`config.mk`:
```
export PLATFORM = sky130hd
export DESIGN_NAME = car_traffic_ctrl
export DESIGN_NICKNAME = d
export VERILOG_FILES = /design/src/rtl/car_traffic_ctrl.sv
export SDC_FILE = /design/constraint.sdc
export NUM_CORES = 1
export LEC_CHECK = 0
export BUFFER_PORTS_ARGS = -buffer_cell sky130_fd_sc_hd__buf_2
export CORE_AREA = 8 8 97 99
export DETAILED_ROUTE_END_ITERATION = 6
export DIE_AREA = 0 0 105 107
export PLACE_DENSITY_LB_ADDON = 0.15
export RECOVER_POWER = 25
export SLEW_MARGIN = 10
export SYNTH_ARGS = -nofsm -noshare
export SYNTH_HDL_FRONTEND = slang
export SYNTH_SLANG_ARGS = --single-unit
```
`constraint.sdc`:
```
create_clock -name i_Clk -period 5.6 [get_ports i_Clk]
set_clock_uncertainty 0.05 [all_clocks]
set_input_delay 1.12 -clock i_Clk [delete_from_list [all_inputs] [get_ports i_Clk]]
set_output_delay 1.12 -clock i_Clk [all_outputs]
set_load 0.01 [all_outputs]
```
`src/rtl/car_traffic_ctrl.sv`:
```
// -----------------------------------------------------------------------------
// car_traffic_ctrl
//
// Produces the four car positions for the sprite display stage. An internal
// frame timer raises a tick once per frame; on each tick in RUN every lane
// divider advances and, when it expires, its car steps STEP_PX pixels left or
// right with wrap-around at the screen edges. Lanes 1 and 3 move right, lanes 2
// and 4 move left; the base period of lane k is k+1 frames, shortened by the
// speed level.
//
// Optional feature macro: COLLISION_DETECT_EN
//   defined   : frog/car overlap is checked one cycle after each frame tick;
//               an overlap pulses o_Collision and freezes traffic (HIT) for
//               HIT_FRAMES frames, after which i_Run selects RUN or PAUSE.
//   undefined : no overlap logic, no HIT state, o_Collision = o_Hit = 0 and
//               the frog inputs are ignored.
//
// Ports
//   i_Clk                 pixel clock
//   i_Rst                 synchronous active-high reset
//   i_Run                 1 = traffic may move, 0 = pause request
//   i_Level[1:0]          speed level, 0 slowest .. 3 fastest
//   i_Frog_X/Y[9:0]       frog top-left corner
//   o_Car_nX_Position     car n top-left X (registered)
//   o_Car_nY_Position     car n top-left Y (constant per lane)
//   o_Frame_Tick          one-cycle pulse per frame
//   o_Collision           one-cycle pulse on a detected overlap
//   o_Hit                 high while traffic is frozen after a collision
// -----------------------------------------------------------------------------
module car_traffic_ctrl #(
  parameter int H_VISIBLE_AREA = 640,
  parameter int TILE_SIZE      = 32,
  parameter int FRAME_CYCLES   = 420000,
  parameter int LANE_Y_BASE    = 96,
  parameter int STEP_PX        = 8,
  parameter int HIT_FRAMES     = 60
) (
  input  logic       i_Clk,
  input  logic       i_Rst,
  input  logic       i_Run,
  input  logic [1:0] i_Level,
  input  logic [9:0] i_Frog_X,
  input  logic [9:0] i_Frog_Y,
  output logic [9:0] o_Car_1X_Position,
  output logic [9:0] o_Car_2X_Position,
  output logic [9:0] o_Car_3X_Position,
  output logic [9:0] o_Car_4X_Position,
  output logic [9:0] o_Car_1Y_Position,
  output logic [9:0] o_Car_2Y_Position,
  output logic [9:0] o_Car_3Y_Position,
  output logic [9:0] o_Car_4Y_Position,
  output logic       o_Frame_Tick,
  output logic       o_Collision,
  output logic       o_Hit
);

  localparam int FCW = (FRAME_CYCLES > 1) ? $clog2(FRAME_CYCLES) : 1;
  localparam logic [FCW-1:0] FRAME_LAST = FCW'(FRAME_CYCLES - 1);

  localparam logic [10:0] X_MAX = 11'(H_VISIBLE_AREA - TILE_SIZE);
  localparam logic [10:0] STEP  = 11'(STEP_PX);
  localparam logic [10:0] TILE  = 11'(TILE_SIZE);

  // Cars start evenly spread across the screen.
  localparam logic [3:0][9:0] CAR_X_INIT = {
    10'(3 * H_VISIBLE_AREA / 4),
    10'(H_VISIBLE_AREA / 2),
    10'(H_VISIBLE_AREA / 4),
    10'd0
  };

  localparam logic [3:0][9:0] LANE_Y = {
    10'(LANE_Y_BASE + 3 * TILE_SIZE),
    10'(LANE_Y_BASE + 2 * TILE_SIZE),
    10'(LANE_Y_BASE + TILE_SIZE),
    10'(LANE_Y_BASE)
  };

`ifdef COLLISION_DETECT_EN
  typedef enum logic [1:0] {PAUSE, RUN, HIT} state_t;
  localparam int HCW = (HIT_FRAMES > 1) ? $clog2(HIT_FRAMES) : 1;
  localparam logic [HCW-1:0] HIT_LAST = HCW'(HIT_FRAMES - 1);
`else
  typedef enum logic {PAUSE, RUN} state_t;
`endif

  logic [FCW-1:0]   frame_cnt_reg;
  logic             frame_tick_reg;
  state_t           state_reg;
  logic [3:0][9:0]  car_x_reg;
  logic [3:0][2:0]  div_reg;
  logic [3:0][9:0]  car_x_next;
  logic [3:0]       move;
  logic             tick_cond;

`ifdef COLLISION_DETECT_EN
  logic [HCW-1:0]   hit_cnt_reg;
  logic             collision_reg;
  logic             hit_reg;
  logic [3:0]       overlap;
  logic [10:0]      fx;
  logic [10:0]      fy;

  assign fx = {1'b0, i_Frog_X};
  assign fy = {1'b0, i_Frog_Y};
`else
  logic             unused_inputs;
  assign unused_inputs = ^{i_Frog_X, i_Frog_Y, 1'(HIT_FRAMES)};
`endif

  assign tick_cond = (frame_cnt_reg == FRAME_LAST);

  for (genvar gi = 0; gi < 4; gi++) begin : g_lane
    // Effective period minus one: max(0, k - level), i.e. max(1, k+1-level)-1.
    localparam logic [2:0] PERIOD_M1 = 3'(gi);
    logic [2:0]  eff_m1;
    logic [10:0] cx;

    assign cx     = {1'b0, car_x_reg[gi]};
    assign eff_m1 = (PERIOD_M1 > {1'b0, i_Level}) ? (PERIOD_M1 - {1'b0, i_Level}) : 3'd0;
    // >= rather than == so a level increase expires a partly counted divider
    // on the very next tick.
    assign move[gi] = (div_reg[gi] >= eff_m1);

    if ((gi % 2) == 0) begin : g_right
      logic [10:0] sum;
      assign sum = cx + STEP;
      assign car_x_next[gi] = (sum > X_MAX) ? 10'd0 : sum[9:0];
    end else begin : g_left
      assign car_x_next[gi] = (cx < STEP) ? X_MAX[9:0] : (car_x_reg[gi] - STEP[9:0]);
    end

`ifdef COLLISION_DETECT_EN
    localparam logic [10:0] CY = {1'b0, LANE_Y[gi]};
    assign overlap[gi] = (fx < cx + TILE) && (cx < fx + TILE) &&
                         (fy < CY + TILE) && (CY < fy + TILE);
`endif
  end

  always_ff @(posedge i_Clk) begin
    if (i_Rst) begin
      frame_cnt_reg  <= '0;
      frame_tick_reg <= 1'b0;
      state_reg      <= PAUSE;
      car_x_reg      <= CAR_X_INIT;
      div_reg        <= '0;
`ifdef COLLISION_DETECT_EN
      hit_cnt_reg    <= '0;
      collision_reg  <= 1'b0;
      hit_reg        <= 1'b0;
`endif
    end else begin
      frame_cnt_reg  <= tick_cond ? '0 : frame_cnt_reg + FCW'(1);
      frame_tick_reg <= tick_cond;
`ifdef COLLISION_DETECT_EN
      collision_reg  <= 1'b0;
`endif
      case (state_reg)
        PAUSE: begin
          if (tick_cond && i_Run) state_reg <= RUN;
        end
        RUN: begin
          if (tick_cond) begin
            for (int k = 0; k < 4; k++) begin
              if (move[k]) begin
                car_x_reg[k] <= car_x_next[k];
                div_reg[k]   <= 3'd0;
              end else begin
                div_reg[k]   <= div_reg[k] + 3'd1;
              end
            end
            if (!i_Run) state_reg <= PAUSE;
          end
`ifdef COLLISION_DETECT_EN
          // The cycle after the tick sees the freshly stepped positions.
          else if (frame_tick_reg && (|overlap)) begin
            state_reg     <= HIT;
            hit_cnt_reg   <= '0;
            collision_reg <= 1'b1;
            hit_reg       <= 1'b1;
          end
`endif
        end
`ifdef COLLISION_DETECT_EN
        HIT: begin
          if (tick_cond) begin
            if (hit_cnt_reg == HIT_LAST) begin
              state_reg <= i_Run ? RUN : PAUSE;
              hit_reg   <= 1'b0;
            end else begin
              hit_cnt_reg <= hit_cnt_reg + HCW'(1);
            end
          end
        end
`endif
        default: state_reg <= PAUSE;
      endcase
    end
  end

  assign o_Car_1X_Position = car_x_reg[0];
  assign o_Car_2X_Position = car_x_reg[1];
  assign o_Car_3X_Position = car_x_reg[2];
  assign o_Car_4X_Position = car_x_reg[3];
  assign o_Car_1Y_Position = LANE_Y[0];
  assign o_Car_2Y_Position = LANE_Y[1];
  assign o_Car_3Y_Position = LANE_Y[2];
  assign o_Car_4Y_Position = LANE_Y[3];
  assign o_Frame_Tick      = frame_tick_reg;
`ifdef COLLISION_DETECT_EN
  assign o_Collision       = collision_reg;
  assign o_Hit             = hit_reg;
`else
  assign o_Collision       = 1'b0;
  assign o_Hit             = 1'b0;
`endif

endmodule

```
### Word-level counts from Yosys, hierarchy flattened

Cells that the tools add are included.

* flip-flop bits (word level): 73
* output and inout port bits: 83
* input port bits: 25
* logic and storage cells: 58

* mux-type cells: 15
* bitwise gates (word level): 1
* $add $sub $neg: 12
* reduce and logical (&&, ||, !) cells: 7
* order comparisons: 11
* equality and inequality tests: 1

Operators with widths (number)
* $mux W10: 4
* $add A10 B4 Y11 const B: 2
* $gt A11 B10 Y1 const B: 2
* $mux W3: 7
* $lt A10 B4 Y1 const B: 2
* $sub A10 B4 Y10 const B: 2
* $add A19 B1 Y19 const B: 1
* $eq A19 B19 Y1 const B: 1
* $add A3 B1 Y3 const B: 4
* $reduce_and A3 Y1: 4
* $ge A3 B3 Y1: 3
* $sub A2 B2 Y3 const A: 2
* $gt A2 B2 Y1 const A: 2
* $ge A3 B1 Y1 const B: 1
* $mux W1: 3
* $sub A1 B2 Y3 const A: 1
* $gt A1 B2 Y1 const A: 1
* $pmux W1 S2: 1
* $reduce_and A2 Y1: 1
* $reduce_or A2 Y1: 1
* $logic_and A1 B1 Y1: 1
* $not A1 Y1: 1

### Logic depth before layout (Yosys ltp)

Gate-level depths: netlist of the first run.

* depth in word-level cells: 4
* gate-level depth with buffers: 9
* gate-level depth less buffers: 9

### Worst setup path after synthesis of the first run

OpenSTA, ideal clock, no wires.

* path type: input-to-reg
* from: in i_Level[0]
* to: reg car_x_reg (netlist bit o_Car_4X_Position[9])
* cell stages on the path: 9
* required time: 5.472 ns
* slack: 2.695 ns
* path buffers: 1
* setup time: 0.078 ns
* data arrival time: 2.777 ns
* path through: inv_1 ha_1 nand2b_1 a211oi_1 and4b_1 buf_2 and3b_1 and4b_1 nor3_1

* cells in the longest elaborated chain, start to end: 4
* elaborated cells on any way between the ends: 5
* classes of those cells: add/sub: 1; order compare: 2; mux: 1; reduce/logical: 1

RTL lines
* start, declared: line 41 `input logic [1:0] i_Level,`
* $sub A2 B2 Y3 or $gt A2 B2 Y1 (tied branches): line 120 `assign eff_m1 = (PERIOD_M1 > {1'b0, i_Level}) ? (PERIOD_M1 - {1'b0, i_Level}) : 3'd0;`
* $mux W3 *: line 120
* $ge A3 B3 Y1 *: line 123 `assign move[gi] = (div_reg[gi] >= eff_m1);`
* $reduce_and A3 Y1 (no source line) *
* end signal, assigned by index: line 166 `car_x_reg[k] <= car_x_next[k];`
* end, declared: line 90 `logic [3:0][9:0] car_x_reg;`

Mark *: on every way between the ends. The rest lies on a longest branch, timed or not.
A chain may end at the register's enable or synchronous reset.

### Worst setup path in the final report of the first run

* from: in i_Level[1]
* to: reg car_x_reg (netlist bit o_Car_2X_Position[4])

* cells in the longest elaborated chain, start to end: 4
* elaborated cells on any way between the ends: 5
* classes of those cells: add/sub: 1; order compare: 2; mux: 1; reduce/logical: 1

RTL lines (line)
* $sub A1 B2 Y3 or $gt A1 B2 Y1 (tied branches): 120
* $mux W3 *: 120
* $ge A3 B3 Y1 *: 123
* $reduce_and A3 Y1 (no source line) *

Marked as above.

==> results of run 1 <==
stage by stage:
| step | cell area (sq um) | utilization [%] |
|---|---|---|
| after floorplan | 3676 | - |
| after global placement | 3501 | 44.16 |
| after detailed placement | 3501 | 44.16 |
| after CTS | 3717 | 46.89 |
| after global routing | 3694 | 46.59 |
| final | 3694 | 46.59 |
routing by layer:
layer	wire length (um)	track usage [%]	part of all wire (%)
met5	0	0	0
met4	22	3.976	0.31
met3	348	4.919	5.0
met2	3378	21.31	48
met1	3267	15.01	47
worst max-delay path, stage by stage:
cell	delay, ps
buf_2	120
nor2_1	150
ha_1	250
nand2b_1	140
a21o_1	170
a21oi_1	570
nand2b_4	300
or3_1	120
a21oi_1	60
worst paths after layout:
kind | start | end | slack [ps]
worst min register to register | frame_cnt_reg[0]$_SDFF_PP0_ | frame_cnt_reg[0]$_SDFF_PP0_ | 400
worst max register to register | frame_cnt_reg[0]$_SDFF_PP0_ | o_Car_2X_Position[9]$_SDFFE_PP0P_ | 3050
worst max-delay path | i_Level[1] | o_Car_2X_Position[4]$_SDFFE_PP0P_ | 2670
worst min-delay path | frame_cnt_reg[0]$_SDFF_PP0_ | frame_cnt_reg[0]$_SDFF_PP0_ | 400
logic make-up (layout without fill, tap and decap cells):
family | Yosys count | in the layout | synth area share, %
adder cells (fa/ha/maj) | 16 | 16 | 5.770
AO/OA/AOI/OAI | 66 | 66 | 11.68
XOR/XNOR | 22 | 22 | 5.554
multiplexers | 1 | 1 | 0.2885
flip-flops | 58 | 58 | 33.47
other | 2 | 57 | 0.2165
buffers and inverters | 84 | 65 | 15.33
AND/OR/NAND/NOR | 181 | 181 | 27.70
power by group:
group,switching [uW],total (uW),leakage (uW),internal [uW]
clock network,161,416,0.000110,255
logic,35.7,47.0,0.000884,11.4
registers,5.75,422,0.000468,416
total,203,886,0.00146,683
layout make-up:
type / count / area [sq um]
repair buffers: 33 / 141.4
well taps: 105 / 131.4
flip-flops and latches: 58 / 1161
clock inverters: 1 / 30.03
clock buffers: 15 / 186.4
multi-input cells: 343 / 1983
fillers: 806 / 4234
inverters: 16 / 60.06
synth_stat cells, drive strengths merged (6+ instances only):
| master | count |
|---|---|
| nor2 | 43 |
| nand2 | 36 |
| ha | 16 |
| nand3 | 30 |
| nand4 | 6 |
| a21oi | 29 |
| buf | 60 |
| clkbuf | 8 |
| nor3 | 16 |
| xor2 | 13 |
| a31oi | 7 |
| xnor2 | 9 |
| dfxtp | 58 |
| inv | 16 |
| nand2b | 7 |
| o21ai | 12 |
cells in the final DEF, fill, tap and decap left out, types with 2 or more instances in the layout:
master	Yosys	routed
or3_1	3	3
nor3b_1	3	3
nand2b_1	6	6
nor2_1	43	43
o31ai_1	3	3
a31oi_1	6	6
nor2b_1	3	3
dfxtp_1	58	58
a21oi_1	29	29
nor3_1	14	14
xor2_1	13	13
ha_1	16	16
o21ai_0	12	12
and4b_1	3	3
conb_1	2	57
nand3_1	30	30
nand4b_1	5	5
a211o_1	2	2
clkbuf_8	0	13
nand4_1	6	6
clkbuf_1	8	21
xnor2_1	9	9
and3_1	5	5
buf_2	5	14
nor4_1	3	3
a21o_1	2	2
nand2_1	36	36
a311oi_1	2	2
or4_1	3	3
and2_1	3	3
inv_1	16	16
nand3b_1	5	5
==> load_flow_metrics.sql, run 1 <==
INSERT INTO impl_metrics (metric_group, metric, value, unit) VALUES
('run_status', 'run_status', 'complete, but fails checks', ''),
('run_status', 'failed_checks', 'max-capacitance violations, max-slew violations', ''),
('sta', 'timing.final.crit_period', '2932', 'ps'),
('floorplanning', 'die_w', '105', 'um'),
('worst_setup_path', 'crit_arrival', '3010', 'ps'),
('sta', 'grt_setup_unrepaired', 'no', ''),
('synthesis', 'async_flop_share', '0', '%'),
('placement', 'place_worst_setup_slack', '2389', 'ps'),
('synthesis', 'synth.top_cells.by_area', 'dfxtp_1, buf_4, ha_1, nor2_1, nand3_1', ''),
('cts', 'clk_pin_slew_worst_paths', '60', 'ps'),
('worst_setup_path', 'timing.critical_path.required', '5670', 'ps'),
('cts', 'number_of_buffers_between_clock_root_and_the_deepest_sink', '2', ''),
('cts', 'cts-hold-fix-buffers', '0', ''),
('worst_setup_path', 'crit_type', 'in2reg', ''),
('cts', 'h-tree-depth', '3', ''),
('synthesis', 'synth_flop_cell', 'dfxtp_1', ''),
('cts', 'post_cts.resized_instances', '0', ''),
('worst_setup_path', 'setup.worst_path.end_class', 'flop', ''),
('floorplanning', 'placementRows', '33', ''),
('worst_hold_path', 'worstHoldPathCells', '1', ''),
('placement', 'placement.io_buffers', '33', ''),
('synthesis', 'yosys_warnings', '0', ''),
('cts', 'clk_root_buffer_cell', 'clkbuf_8', ''),
('floorplanning', 'floorplan.initialDensity', '43.77', '%'),
('finish', 'layout-drive-gt1-share', '7.511', '%'),
('flow_run', 'drv_cap', '1', ''),
('sta', 'postLayoutSetupSlackWorst', '2668', 'ps'),
('floorplanning', 'top_level_ports', '108', ''),
('route', 'vias_per_cell', '4.912', ''),
('grt', 'grt_use_total', '12.84', '%'),
('route', 'firstDrtPassIters', '6', ''),
('cts', 'worstSkewPairLatency', '330', 'ps'),
('grt', 'global_route.overflow_total', '0', ''),
('power', 'power.density', '239.8', 'nW/um^2'),
('sta', 'timing.slew.headroom', '-14.71', '%'),
('grt', 'global_route_wire_length_before_repair', '12270', 'um'),
('placement', 'dp_cells', '555', ''),
('route', 'antenna_left', '0', ''),
('cts', 'cts_tree', 'done', ''),
('finish', 'diodes', '0', ''),
('worst_setup_path', 'ff2ff_path_depth', '7', ''),
('floorplanning', 'placeable_core_area', '7928', 'sq um'),
('sta', 'fin_setup_tns', '0', 'ps'),
('sta', 'max_freq', '0.3411', 'GHz'),
('finish', 'largest_reg_flops', '19', ''),
('synthesis', 'ys_seq_elements', '58', ''),
('route', 'detail_route.iter0.violations', '114', ''),
('synthesis', 'netlist.top_cell.by_area', 'dfxtp_1', ''),
('grt', 'grt_pass1_vias', '2646', ''),
('route', 'detail_route.wl_per_cell', '12.29', 'um'),
('synthesis', 'netlist-cell-type-count', '54', ''),
('finish', 'layout.cells.non_filler', '571', ''),
('sta', 'layout_worst_path_cycle_share', '52.36', '%'),
('sta', 'timing_hold_violations_final', '0', ''),
('worst_setup_path', 'worstPathMaxFanout', '9', ''),
('placement', 'gpl.final_weighted_congestion', '0.7876', ''),
('sta', 'tightest_slew', '1721', 'ps'),
('synthesis', 'synth.top_cell.area_share', '33.47', '%'),
('sta', 'hold_slack', '398.6', 'ps'),
('route', 'drc', '0', ''),
('cts', 'num_cts_buffers', '9', ''),
('power', 'power', '885.6', 'uW'),
('synthesis', 'syn-cell-area', '3470', 'sq um'),
('floorplanning', 'die_h', '107', 'um'),
('placement', 'place_hpwl', '5036', 'um'),
('synthesis', 'synthesis.area_per_instance', '8.069', 'sq um'),
('power', 'cellLeakagePower', '0.001463', 'uW'),
('finish', 'finalNetCount', '502', ''),
('cts', 'clock_sinks', '58', ''),
('worst_setup_path', 'cp-start-kind', 'input port', ''),
('floorplanning', 'design.die.area', '11240', 'sq um'),
('power', 'vdd_ir_drop_max', '0.0001364', 'V'),
('finish', 'syn_to_final_growth', '6.455', '%'),
('synthesis', 'synth-edff-count', '0', ''),
('synthesis', 'ys_seq_area_share', '33.47', '%'),
('grt', 'grt_start_max_net_pins', '40', ''),
('route', 'vias', '2805', ''),
('sta', 'finalSetupViolCount', '0', ''),
('sta', 'timing_max_transition_violations_final', '40', ''),
('worst_hold_path', 'hold_path_class', 'reg2reg', ''),
('synthesis', 'synth_cells', '430', ''),
('cts', 'postCtsSetupRepairBufs', '0', ''),
('route', 'drt-total-wl', '7017', 'um'),
('grt', 'antenna_violations_before_repair', '0', '');
(Power assumes the default switching activity.)
==> run 2: changes to the inputs <==
ABC_AREA = 1   (was default)
CORE_AREA = 8 8 101 103   (was 8 8 97 99)
DIE_AREA = 0 0 109 111   (was 0 0 105 107)
clock period = 2.75 ns   (was 5.6 ns; I/O delays follow)
==> load_flow_metrics.sql, run 2 <==
INSERT INTO impl_metrics (metric_group, metric, value, unit) VALUES
('cts', 'clk_pin_slew_worst_paths', '70', 'ps'),
('synthesis', 'synth.top_cell.area_share', '30.54', '%'),
('synthesis', 'syn-cell-area', '3802', 'sq um'),
('placement', 'placement.io_buffers', '33', ''),
('cts', 'h-tree-depth', '3', ''),
('finish', 'layout_commonest_cell', 'nand2_1', ''),
('finish', 'fill_cells', '921', ''),
('synthesis', 'ys_seq_elements', '58', ''),
('route', 'drc', '0', ''),
('grt', 'global_route_wire_length_before_repair', '14170', 'um'),
('synthesis', 'post_synthesis_adder_cell_area_fraction', '5.265', '%'),
('finish', 'largest_reg_flops', '19', ''),
('floorplanning', 'placeable_core_area', '8551', 'sq um'),
('run_status', 'run_status', 'complete, no violations', ''),
('power', 'cellInternalPower', '1507', 'uW'),
('floorplanning', 'floorplan.initialDensity', '44.47', '%'),
('placement', 'gpl.final_weighted_congestion', '0.8265', ''),
('route', 'vias', '3362', ''),
('synthesis', 'synth_common_cells', 'nand2_1, nor2_1, dfxtp_1', ''),
('worst_hold_path', 'worstHoldPathCells', '3', ''),
('floorplanning', 'placementRows', '34', ''),
('cts', 'cts-hold-fix-buffers', '0', ''),
('cts', 'clk_root_buffer_cell', 'clkbuf_8', ''),
('sta', 'hold_slack', '399.6', 'ps'),
('floorplanning', 'die_h', '111', 'um'),
('sta', 'timing_max_transition_violations_final', '0', ''),
('synthesis', 'async_flop_share', '0', '%'),
('placement', 'place_hpwl', '6454', 'um'),
('sta', 'grt_setup_unrepaired', 'no', ''),
('grt', 'grt_pass1_vias', '3102', ''),
('sta', 'finalSetupViolCount', '0', ''),
('sta', 'layout_worst_path_cycle_share', '77.33', '%'),
('grt', 'antenna_violations_before_repair', '0', ''),
('power', 'power_switching', '424.6', 'uW'),
('floorplanning', 'die_w', '109', 'um'),
('worst_setup_path', 'cp-start-kind', 'flop', ''),
('worst_setup_path', 'crit_arrival', '2300', 'ps'),
('worst_hold_path', 'hold_path_class', 'in2reg', ''),
('route', 'drt-total-wl', '8481', 'um'),
('cts', 'postCtsSetupRepairBufs', '0', ''),
('floorplanning', 'design.die.area', '12100', 'sq um'),
('route', 'detail_route.iter0.violations', '147', ''),
('synthesis', 'simple_logic_cell_fraction_of_the_synthesized_area', '34.39', '%'),
('worst_setup_path', 'setup.worst_path.end_class', 'flop', ''),
('power', 'power.share.combinational', '4.3', '%'),
('finish', 'syn_to_final_growth', '7.502', '%'),
('route', 'detail_route.wl_per_cell', '11.96', 'um'),
('synthesis', 'xor_xnor_fraction_of_synth_area', '3.916', '%'),
('worst_setup_path', 'ff2ff_path_depth', '8', ''),
('grt', 'global_route.overflow_total', '0', ''),
('sta', 'timing_hold_violations_final', '0', ''),
('synthesis', 'netlist.top_cell.by_area', 'dfxtp_1', ''),
('power', 'power.density', '472.5', 'nW/um^2'),
('placement', 'dp_cells', '693', ''),
('finish', 'layout.cells.non_filler', '709', ''),
('finish', 'postLayoutCoreUtil', '47.81', '%'),
('synthesis', 'synth-edff-count', '0', ''),
('synthesis', 'synth_flop_cell', 'dfxtp_1', ''),
('synthesis', 'synthMuxAreaShare', '0', '%'),
('power', 'clock_network_fraction_of_design_power', '51.8', '%'),
('synthesis', 'synth_compound_gate_area_share', '7.338', '%'),
('finish', 'finalNetCount', '637', ''),
('route', 'vias_per_cell', '4.742', ''),
('worst_setup_path', 'timing.critical_path.required', '2930', 'ps'),
('route', 'antenna_left', '0', ''),
('route', 'firstDrtPassIters', '4', ''),
('synthesis', 'netlist-cell-type-count', '36', ''),
('cts', 'clock_sinks', '58', ''),
('synthesis', 'synth.top_cells.by_area', 'dfxtp_1, nand2_1, buf_4, nor2_1, nand3_1', ''),
('floorplanning', 'top_level_ports', '108', ''),
('sta', 'timing.final.crit_period', '2127', 'ps'),
('synthesis', 'ys_seq_area_share', '30.54', '%'),
('cts', 'num_cts_buffers', '9', ''),
('synthesis', 'most_frequent_cell_after_synthesis', 'nand2_1', ''),
('synthesis', 'yosys_warnings', '0', ''),
('power', 'cellLeakagePower', '0.001733', 'uW'),
('synthesis', 'synth_cells', '558', ''),
('finish', 'multi_input_area', '2150', 'sq um'),
('sta', 'max_freq', '0.4702', 'GHz'),
('placement', 'place_worst_setup_slack', '518.2', 'ps'),
('power', 'switching_share', '21.98', '%'),
('worst_setup_path', 'worstPathMaxFanout', '12', ''),
('cts', 'post_cts.resized_instances', '0', ''),
('synthesis', 'synth_top_family_by_area', 'simple AND/OR/NAND/NOR gates', ''),
('finish', 'diodes', '0', ''),
('grt', 'grt_start_max_net_pins', '19', ''),
('finish', 'ff_latch_area', '1161', 'sq um'),
('worst_setup_path', 'crit_type', 'reg2reg', ''),
('cts', 'cts_tree', 'done', ''),
('flow_run', 'drv_cap', '0', ''),
('synthesis', 'synthesis.area_per_instance', '6.814', 'sq um'),
('finish', 'layout-drive-gt1-share', '9.151', '%'),
('cts', 'number_of_buffers_between_clock_root_and_the_deepest_sink', '2', ''),
('power', 'vdd_ir_drop_max', '0.0002493', 'V'),
('grt', 'grt_use_total', '14.21', '%'),
('power', 'share_seq_of_total_power', '43.9', '%'),
('finish', 'layout_common_cells', 'nand2_1, nor2_1, dfxtp_1, conb_1, inv_1', ''),
('sta', 'fin_setup_tns', '0', 'ps'),
('cts', 'worstSkewPairLatency', '340', 'ps'),
('sta', 'postLayoutSetupSlackWorst', '623.3', 'ps');
[run 2: critical path, cell delays in order (launching register included)]
cell and delay [ps]:
dfxtp_1 420, ha_1 300, nand3_1 210, nor2_1 200, nand3_1 130, nand2_1 390
inv_1 140, o21ai_0 110, a21oi_1 70
[run 2: cells by family after synthesis]
logic type	Yosys count
AOI/OAI and AO/OA	50
xor gates and xnor gates	17
adders and majority gates	16
buffers and inverters	125
DFF	58
other	2
and+or+nand+nor	290
[run 2: area by class of cell]
class                           instances  area share, %
Sequential cell                        58          28.41
Multi-Input combinational cell        430          52.59
Clock inverter                          5          2.449
Clock buffer                           11          3.704
Tap cell                              108          3.306
Timing Repair Buffer                   36          3.949
Inverter                               61          5.601
[run 2: worst paths after layout]
check                                                  start                           end  slack (ps)
worst max-delay path             frame_cnt_reg[0]$_SDFF_PP0_  frame_cnt_reg[13]$_SDFF_PP0_         620
worst min-delay path                                   i_Run        state_reg$_SDFFE_PP0P_         400
worst max register to register   frame_cnt_reg[0]$_SDFF_PP0_  frame_cnt_reg[13]$_SDFF_PP0_         620
worst min register to register  frame_cnt_reg[18]$_SDFF_PP0_  frame_cnt_reg[18]$_SDFF_PP0_         430
[run 2: power groups by stage]
stage          Combinational [uW]  Sequential, uW  Clock (uW)
2_1_floorplan                 123             866           0
6_report                     82.6             848        1000
3_5_place_dp                 79.6             867           0
5_1_grt                      94.7             848        1060
3_3_place_gp                 78.8             867           0
4_1_cts                      79.7             847        1020
[run 2: metal layers]
metal / GRT usage (%) / vias up / routed length [um]
met4: 5.205 / 0 / 76
met5: 0 / - / 0
met1: 18.00 / 1515 / 4007
met2: 22.74 / 73 / 3868
met3: 3.140 / 8 / 529
li1: - / 1766 / -
[run 2: metrics by stage]
| stage | power, uW | cell area (sq um) |
|---|---|---|
| finish | 1931 | 4088 |
| global route | 2005 | 4088 |
| CTS | 1950 | 4114 |
| detailed placement | 946.3 | 3862 |
| global placement | 945.4 | 3862 |
| floorplan | 988.8 | 4009 |
==> run 3: changes to the inputs <==
ABC_AREA = 0   (was 1)
CORE_AREA = 8 8 97 99   (was 8 8 101 103)
DIE_AREA = 0 0 105 107   (was 0 0 109 111)
clock period = 1.91 ns   (was 2.75 ns; I/O delays follow)
==> load_flow_metrics.sql, run 3 (same netlist as run 1, synthesis figures left out) <==
INSERT INTO impl_metrics (metric_group, metric, value, unit) VALUES
('run_status', 'run_status', 'complete, but fails checks', ''),
('run_status', 'failed_checks', 'negative setup slack', ''),
('route', 'vias_per_cell', '4.808', ''),
('placement', 'placement.io_buffers', '33', ''),
('placement', 'dp_cells', '604', ''),
('cts', 'clk_pin_slew_worst_paths', '60', 'ps'),
('worst_setup_path', 'crit_type', 'reg2reg', ''),
('cts', 'num_cts_buffers', '9', ''),
('sta', 'timing_hold_violations_final', '0', ''),
('route', 'antenna_left', '0', ''),
('route', 'drc', '0', ''),
('power', 'power.share.combinational', '7.4', '%'),
('finish', 'finalNetCount', '560', ''),
('sta', 'timing_max_transition_violations_final', '0', ''),
('floorplanning', 'design.die.area', '11240', 'sq um'),
('worst_setup_path', 'setup.worst_path.end_class', 'flop', ''),
('worst_setup_path', 'timing.critical_path.required', '2120', 'ps'),
('worst_setup_path', 'worstSetupPathDepth', '8', ''),
('worst_setup_path', 'startpoint', 'div_reg[9]$_SDFFE_PP0P_', ''),
('worst_setup_path', 'number_of_buffers_and_inverters_on_the_critical_path', '1', ''),
('cts', 'clock_sinks', '58', ''),
('power', 'share_seq_of_total_power', '50.3', '%'),
('cts', 'cts_tree', 'done', ''),
('route', 'vias', '3024', ''),
('finish', 'layout-drive-gt1-share', '28.05', '%'),
('grt', 'global_route_wire_length_before_repair', '12950', 'um'),
('cts', 'clk_root_buffer_cell', 'clkbuf_8', ''),
('floorplanning', 'placeable_core_area', '7928', 'sq um'),
('cts', 'worstSkewPairLatency', '330', 'ps'),
('route', 'detail_route.iter0.violations', '100', ''),
('worst_hold_path', 'min_from', 'i_Run', ''),
('finish', 'layout.cells.non_filler', '629', ''),
('grt', 'grt_use_total', '13.63', '%'),
('finish', 'postLayoutCoreUtil', '54.96', '%'),
('worst_setup_path', 'worst_path_dominant_cell_family', 'simple AND/OR/NAND/NOR gates', ''),
('finish', 'largest_reg_flops', '19', ''),
('worst_setup_path', 'r2r_setup_slack', '-2', 'ps'),
('floorplanning', 'top_level_ports', '108', ''),
('worst_setup_path', 'critical-path-max-stage-delay', '320', 'ps'),
('floorplanning', 'die_w', '105', 'um'),
('route', 'firstDrtPassIters', '4', ''),
('worst_setup_path', 'worstPathMaxFanout', '7', ''),
('floorplanning', 'placementRows', '33', ''),
('sta', 'max_freq', '0.5230', 'GHz'),
('worst_setup_path', 'cp-start-kind', 'flop', ''),
('grt', 'global_route.overflow_total', '0', ''),
('power', 'switching_share', '24.40', '%'),
('worst_setup_path', 'ff2ff_path_depth', '8', ''),
('grt', 'grt_pass1_vias', '2852', ''),
('cts', 'number_of_buffers_between_clock_root_and_the_deepest_sink', '2', ''),
('placement', 'place_worst_setup_slack', '-243.7', 'ps'),
('power', 'vdd_ir_drop_max', '0.0003304', 'V'),
('placement', 'gpl.final_weighted_congestion', '0.7871', ''),
('worst_setup_path', 'cp-endpoint', 'o_Car_4X_Position[9]$_SDFFE_PP0P_', ''),
('floorplanning', 'die_h', '107', 'um'),
('worst_setup_path', 'crit_arrival', '2120', 'ps'),
('cts', 'h-tree-depth', '3', ''),
('floorplanning', 'floorplan.initialDensity', '43.77', '%'),
('flow_run', 'drv_cap', '0', ''),
('sta', 'finalSetupViolCount', '1', ''),
('sta', 'hold_slack', '248.1', 'ps'),
('worst_setup_path', 'critical_path_cell_by_cell', 'inv_2 > ha_4 > nand2b_4 > a211oi_4 > and4b_2 > and3b_1 > and4b_1 > nor3_2', ''),
('power', 'power_switching', '599.0', 'uW'),
('sta', 'postLayoutSetupSlackWorst', '-2.192', 'ps'),
('worst_setup_path', 'worst_r2r_startpoint', 'div_reg[9]$_SDFFE_PP0P_', ''),
('finish', 'layout_commonest_cell', 'conb_1', ''),
('finish', 'diodes', '0', ''),
('worst_hold_path', 'hold_path_class', 'in2reg', ''),
('sta', 'layout_worst_path_cycle_share', '100.1', '%'),
('cts', 'cts-hold-fix-buffers', '0', ''),
('placement', 'place_hpwl', '5619', 'um'),
('power', 'clock_network_fraction_of_design_power', '42.3', '%'),
('power', 'power.density', '563.5', 'nW/um^2'),
('worst_setup_path', 'worstReg2RegEnd', 'o_Car_4X_Position[9]$_SDFFE_PP0P_', ''),
('route', 'drt-total-wl', '7751', 'um'),
('sta', 'grt_setup_unrepaired', 'yes', ''),
('power', 'power', '2455', 'uW'),
('grt', 'grt_start_max_net_pins', '22', ''),
('power', 'cellInternalPower', '1856', 'uW'),
('sta', 'timing.final.crit_period', '1912', 'ps'),
('worst_setup_path', 'crit_path_slowest_cell', 'dfxtp_2', ''),
('finish', 'layout_common_cells', 'conb_1, buf_4, dfxtp_1, nor2_1, nand2_1', ''),
('grt', 'antenna_violations_before_repair', '0', ''),
('power', 'cellLeakagePower', '0.001800', 'uW'),
('route', 'detail_route.wl_per_cell', '12.32', 'um'),
('finish', 'syn_to_final_growth', '25.57', '%');
==> run 3: changes by cell type in the layout (fill, tap and decap cells not counted), sizes merged, moves of 7 or more <==
cell,change
nor2,-33
clkbuf,-10
buf,+67
inv,-44
a31oi,+8
nand4,-13
xnor2,+8
nand2,-80
nand2b,+7
nand3,-24
==> run 3: how the worst min path moves through the flow <==
stage / endpoint / cells after the start
after global placement: div_reg[8]$_SDFFE_PP0P_ / 2
after global routing: state_reg$_SDFFE_PP0P_ / 3
final: state_reg$_SDFFE_PP0P_ / 3
after detailed placement: div_reg[8]$_SDFFE_PP0P_ / 2
after CTS: state_reg$_SDFFE_PP0P_ / 3
after floorplan: frame_cnt_reg[0]$_SDFF_PP0_ / 1
==> run 3: metal layers <==
layer,global-route usage (%),routed length [um]
met1,15.62,3458
met3,4.259,365
met5,0,0
met2,22.85,3773
met4,6.218,154
==> run 3: through the flow <==
| step | cell area, sq um | setup TNS (ps) |
|---|---|---|
| after floorplan | 3771 | -73.16 |
| after global placement | 3970 | -2185 |
| after detailed placement | 3970 | -2477 |
| after CTS | 4199 | -18.32 |
| after global routing | 4357 | -751.1 |
| final | 4357 | -2.192 |
==> run 3: worst register-to-register path, stage by stage, from the launching register on <==
cell	delay [ps]
dfxtp_2	320
inv_2	70
ha_4	190
nand2b_4	140
a211oi_4	240
and4b_2	320
and3b_1	200
and4b_1	200
nor3_2	120
==> run 3: power by group through the flow <==
stage	registers [uW]	clock network, uW	logic, uW
after global placement	1260	0	172
after global routing	1240	1140	206
final	1230	1040	182
after detailed placement	1260	0	174
after floorplan	1260	0	207
after CTS	1230	1080	176
==> run 3: layout make-up <==
cell class                 instances  area, sq um
multi-input combinational        344         2203
timing repair buffer              90        599.3
sequential                        58         1177
fill                             778         3571
inverter                          16        62.56
clock buffer                      14        172.7
tap                              105        131.4
clock inverter                     2        10.01
==> run 3: what timing repair did <==
item | in CTS | in global routing
cloned | 0 | 1
gates resized for setup | 9 | 33
pin swaps | 4 | 11
setup endpoints to repair | 12 | 28
setup buffers | 2 | 8
